--- config.mk ---
export PLATFORM = sky130hd
export DESIGN_NAME = sw_conditioner
export DESIGN_NICKNAME = d
export VERILOG_FILES = /design/src/rtl/sw_cond_pkg.sv /design/src/rtl/sw_conditioner_debounce_bit.sv /design/src/rtl/sw_conditioner.sv
export SDC_FILE = /design/constraint.sdc
export NUM_CORES = 1
export LEC_CHECK = 0
export CORE_MARGIN = 2
export CORE_UTILIZATION = 61
export CTS_BUF_LIST = sky130_fd_sc_hd__clkbuf_8 sky130_fd_sc_hd__clkbuf_16
export DETAILED_ROUTE_END_ITERATION = 10
export GPL_ROUTABILITY_DRIVEN = 0
export PLACE_DENSITY_LB_ADDON = 0.15
export SLEW_MARGIN = 10
export SYNTH_ARGS = -nofsm -noshare
export SYNTH_HDL_FRONTEND = slang
export SYNTH_SLANG_ARGS = --single-unit
export TNS_END_PERCENT = 50
--- constraint.sdc ---
create_clock -name clk -period 2.4 [get_ports clk]
set_input_delay 0.48 -clock clk [delete_from_list [all_inputs] [get_ports clk]]
set_output_delay 0.48 -clock clk [all_outputs]
set_load 0.05 [all_outputs]
--- src/rtl/sw_cond_pkg.sv ---
// Shared constants and types for the slide-switch conditioner.
package sw_cond_pkg;

  localparam int unsigned SW_WIDTH_DEF = 10;
  localparam int unsigned RESET_BIT    = 9;
  localparam int unsigned READY_BIT    = 8;
  localparam int unsigned DATA_WIDTH   = 8;

  typedef logic [SW_WIDTH_DEF-1:0] sw_vec_t;

endpackage

--- src/rtl/sw_conditioner_debounce_bit.sv ---
// Single-bit conditioner: 2-flop synchroniser, stability counter, clean flop.
module debounce_bit #(
  parameter int unsigned DEBOUNCE_CYCLES = 500000
) (
  input  logic clk,
  input  logic reset,
  input  logic din,
  output logic dout
);

  localparam int unsigned CNT_W = $clog2(DEBOUNCE_CYCLES + 1);
  localparam logic [CNT_W-1:0] CNT_LAST = CNT_W'(DEBOUNCE_CYCLES - 1);

  logic             s1;
  logic             s2;
  logic             c;
  logic [CNT_W-1:0] cnt;

  // Bring the asynchronous switch level into the clock domain.
  always_ff @(posedge clk) begin
    if (reset) begin
      s1 <= 1'b0;
      s2 <= 1'b0;
    end else begin
      s1 <= din;
      s2 <= s1;
    end
  end

  // Accept a new level only after it has differed for DEBOUNCE_CYCLES cycles in a row;
  // any agreement restarts the count, so the counter never exceeds CNT_LAST.
  always_ff @(posedge clk) begin
    if (reset) begin
      c   <= 1'b0;
      cnt <= '0;
    end else if (s2 == c) begin
      cnt <= '0;
    end else if (cnt == CNT_LAST) begin
      c   <= s2;
      cnt <= '0;
    end else begin
      cnt <= cnt + CNT_W'(1);
    end
  end

  assign dout = c;

endmodule

--- src/rtl/sw_conditioner.sv ---
// Slide-switch front end for the picoMIPS core: debounced switches, CPU reset,
// ready indication and the 8-bit immediate bus.
// Define SW_READY_PULSE_EN to turn `ready` into a one-cycle rising-edge pulse;
// by default `ready` follows the debounced ready switch as a level.
module sw_conditioner
  import sw_cond_pkg::*;
#(
  parameter int unsigned SW_WIDTH        = SW_WIDTH_DEF,
  parameter int unsigned DEBOUNCE_CYCLES = 500000
) (
  input  logic                  clk,
  input  logic                  reset,
  input  logic [SW_WIDTH-1:0]   sw_raw,
  output logic [SW_WIDTH-1:0]   sw_clean,
  output logic                  cpu_reset,
  output logic                  ready,
  output logic [DATA_WIDTH-1:0] sw_data
);

  for (genvar i = 0; i < SW_WIDTH; i++) begin : g_bit
    debounce_bit #(
      .DEBOUNCE_CYCLES(DEBOUNCE_CYCLES)
    ) u_debounce (
      .clk  (clk),
      .reset(reset),
      .din  (sw_raw[i]),
      .dout (sw_clean[i])
    );
  end

  assign sw_data = sw_clean[DATA_WIDTH-1:0];

  // Core reset follows the debounced reset switch; held asserted during block reset.
  always_ff @(posedge clk) begin
    if (reset) begin
      cpu_reset <= 1'b1;
    end else begin
      cpu_reset <= sw_clean[RESET_BIT];
    end
  end

`ifdef SW_READY_PULSE_EN
  logic c_d;

  // Pulse on each rising edge of the clean ready bit, suppressed while reset switch is high.
  always_ff @(posedge clk) begin
    if (reset) begin
      c_d   <= 1'b0;
      ready <= 1'b0;
    end else begin
      c_d   <= sw_clean[READY_BIT];
      ready <= sw_clean[READY_BIT] & ~c_d & ~sw_clean[RESET_BIT];
    end
  end
`else
  // Level ready, suppressed while the reset switch is high.
  always_ff @(posedge clk) begin
    if (reset) begin
      ready <= 1'b0;
    end else begin
      ready <= sw_clean[READY_BIT] & ~sw_clean[RESET_BIT];
    end
  end
`endif

endmodule

==> run summary <==
worst vdd ir -> 0.511 mV
Synth Instances -> 1106
CTS tree -> yes
Slew Limit Fails -> 0
total negative slack -> 0 ns
Synth Area in Simple Gates -> 29.7%
fin worst setup slack -> 0.127 ns
Synth Area in Adders -> 1.28%
site row count -> 46
fmax -> 0.440 GHz
post_cts resized -> 0
Tmin final -> 2.27 ns
Post-Syn Area -> 0.00977 mm2
final WL -> 17900 um
Synth area leaders -> dfxtp_1 (45%), xor2_1 (6.5%), nor2_1 (6.1%)
Hold Path Class -> reg -> reg
Post-synth ARST share -> 0%
via count -> 7577
library cells used by synthesis -> 45
leakage power -> 3.32 nW
Core ar. -> 0.0158 mm2
Final Hold Vio Count -> 0
Post-synth EDFFs -> 0
most numerous cell in the Yosys netlist -> dfxtp_1
Synth top area share -> 45.5%
CP bufs+invs -> 1
htree depth -> 1
multiplexer area fraction after synthesis -> 0%
Slew @ Worst Pin -> 0.543 ns
max incr delay on CP -> 0.86 ns
Max clock buf depth -> 3
total CTS buffers -> 23
max_slew headroom -> 63.5%
die area -> 0.0170 mm2
Pre-antenna DRT Iters -> 6
vias in the first global route -> 6906
first-pass GRT wire length -> 30700 um
Primary FF master, synth -> dfxtp_1
critical setup path kind -> reg -> out
Largest delay share family, worst path -> buffers and inverters
GRT Residual Overflow -> 0
largest net degree at the start of global routing -> 31
Die Ht -> 131 um
Initial Utilization -> 61.9%
Setup Fix Bufs, Post-CTS -> 0
critical path endpoint category -> output port
syn avg cell area -> 8.83 um2
Placed Area -> 0.0102 mm2
GR Util All Layers -> 21.2%
clk sink count -> 222
largest family of logic cells by synthesized area -> simple AND/OR/NAND/NOR gates
Final ANT Viol Nets -> 0
Mapped Nets -> 1128
synthesized flop and latch total -> 222
top cell type by total area after synthesis -> dfxtp_1
Setup-failing EPs final -> 0
Util after Layout -> 69.5%
Layout area overhead -> 12.2%
Startpoint Class -> register
Arrival @ worst endpoint -> 1.79 ns
fin area -> 0.0110 mm2
dpl hpwl -> 12200 um
xor/xnor share of the synthesized area -> 12.3%
Skew-Pair Late Insertion Delay -> 0.50 ns
worst path required time -> 1.92 ns
die width -> 131 um
# nets final -> 1152
Place WS -> 0.285 ns
crit-path max FO -> 4
Tcrit/Tclk final -> 94.7%
Ys Warns -> 0
clock transition at the registers of the reported paths -> 0.06 ns
slowest cell on the critical path -> clkdlybuf4s50_1
diode count -> 0
max-cap viol count -> 0
share of layout cells above drive strength 1 -> 6.37%
Hold Buf Count CTS -> 0
pwr/cell area -> 671 mW/mm2
unrepaired setup endpoints after global routing -> no
initial drt markers -> 345
outcome -> finished clean
Seq/Total Area, Yosys -> 45.5%
synth cell count leaders -> dfxtp_1 (222), nor2_1 (160), xor2_1 (72)
critical path cell sequence -> clkdlybuf4s50_1
overall power -> 7.36 mW
initial antenna violation count -> 0
vias per inst -> 5.56
Root Driver -> clkbuf_16
Ports -> 32
DRC -> 0
final worst clock skew -> 0.0155 ns
average wire per standard cell -> 13.1 um
Compound-Gate Fraction of Synth Area -> 7.36%
IO Port Bufs -> 31
[cells by family (layout without fill, tap and decap cells)]
kind of cell / after synthesis / count (layout)
xor+xnor: 137 / 137
buf+inv: 79 / 119
fa+ha+maj: 10 / 10
simple gates: 542 / 542
compound gates: 116 / 116
flops: 222 / 222
[layout by cell type (no fill, tap or decap), types with 12 or more instances in the layout]
cell             Yosys  layout
o31ai_1             19      19
buf_4               21      12
inv_1               35      36
and4_1              21      21
clkdlybuf4s50_1      0      31
or4_1               25      25
xor2_1              72      72
nor3_1              17      17
nand2_1             67      67
nand4_1             53      53
nor2b_1             22      22
o21ai_0             29      29
nor2_1             160     160
or3_1               35      35
clkbuf_16            0      23
nor4b_1             13      13
nor4_1              25      25
xnor2_1             65      65
dfxtp_1            222     222
nand3_1             64      64
a21oi_1             50      50
[path summary, 6_finish.rpt]
kind / startpoint / end / slack [ns] / cells after the start
worst max-delay path: g_bit[4].u_debounce.dout / sw_clean[4] / 0.13 / 1
worst min-delay path: g_bit[2].u_debounce.s1 / g_bit[2].u_debounce.s2 / 0.43 / 1
worst max register to register: g_bit[5].u_debounce.cnt[9] / g_bit[5].u_debounce.cnt[13] / 0.32 / 4
worst min register to register: g_bit[2].u_debounce.s1 / g_bit[2].u_debounce.s2 / 0.43 / 1
[final cells by class]
type	instances	area (um2)
Timing Repair Buffer	43	400
Fill cell	1269	4810
Inverter	35	131
Multi-Input combinational cell	805	4940
Tap cell	216	270
Sequential cell	222	4440
Clock buffer	29	658
Clock inverter	12	109
[layer usage]
| metal | global-route usage, % | routed length, um | vias to the layer above |
|---|---|---|---|
| li1 | - | - | 3939 |
| met1 | 28.8 | 8730 | 3516 |
| met2 | 35.8 | 8310 | 96 |
| met3 | 3.62 | 559 | 26 |
| met4 | 4.38 | 292 | 0 |
| met5 | 0 | 0 | - |
[stage by stage]
stage	hold WS, ns	instances
finish	0.434	1362
floorplan	0.414	1106
detailed placement	0.424	1321
global placement	0.419	1321
global route	0.455	1362
CTS	0.437	1362
[state kept, by name (all words and copies together), names as in the netlist]
name / flops
g_bit.u_debounce.cnt: 190
ready: 1
g_bit.u_debounce.s2: 10
g_bit.u_debounce.dout: 10
cpu_reset: 1
g_bit.u_debounce.s1: 10
[power breakdown]
| part | internal (mW) | switching [mW] | total (mW) |
|---|---|---|---|
| logic | 0.0450 | 0.0575 | 0.103 |
| registers | 3.71 | 0.0119 | 3.72 |
| clock network | 2.14 | 1.39 | 3.54 |
Power figures use the tool's default switching activity.
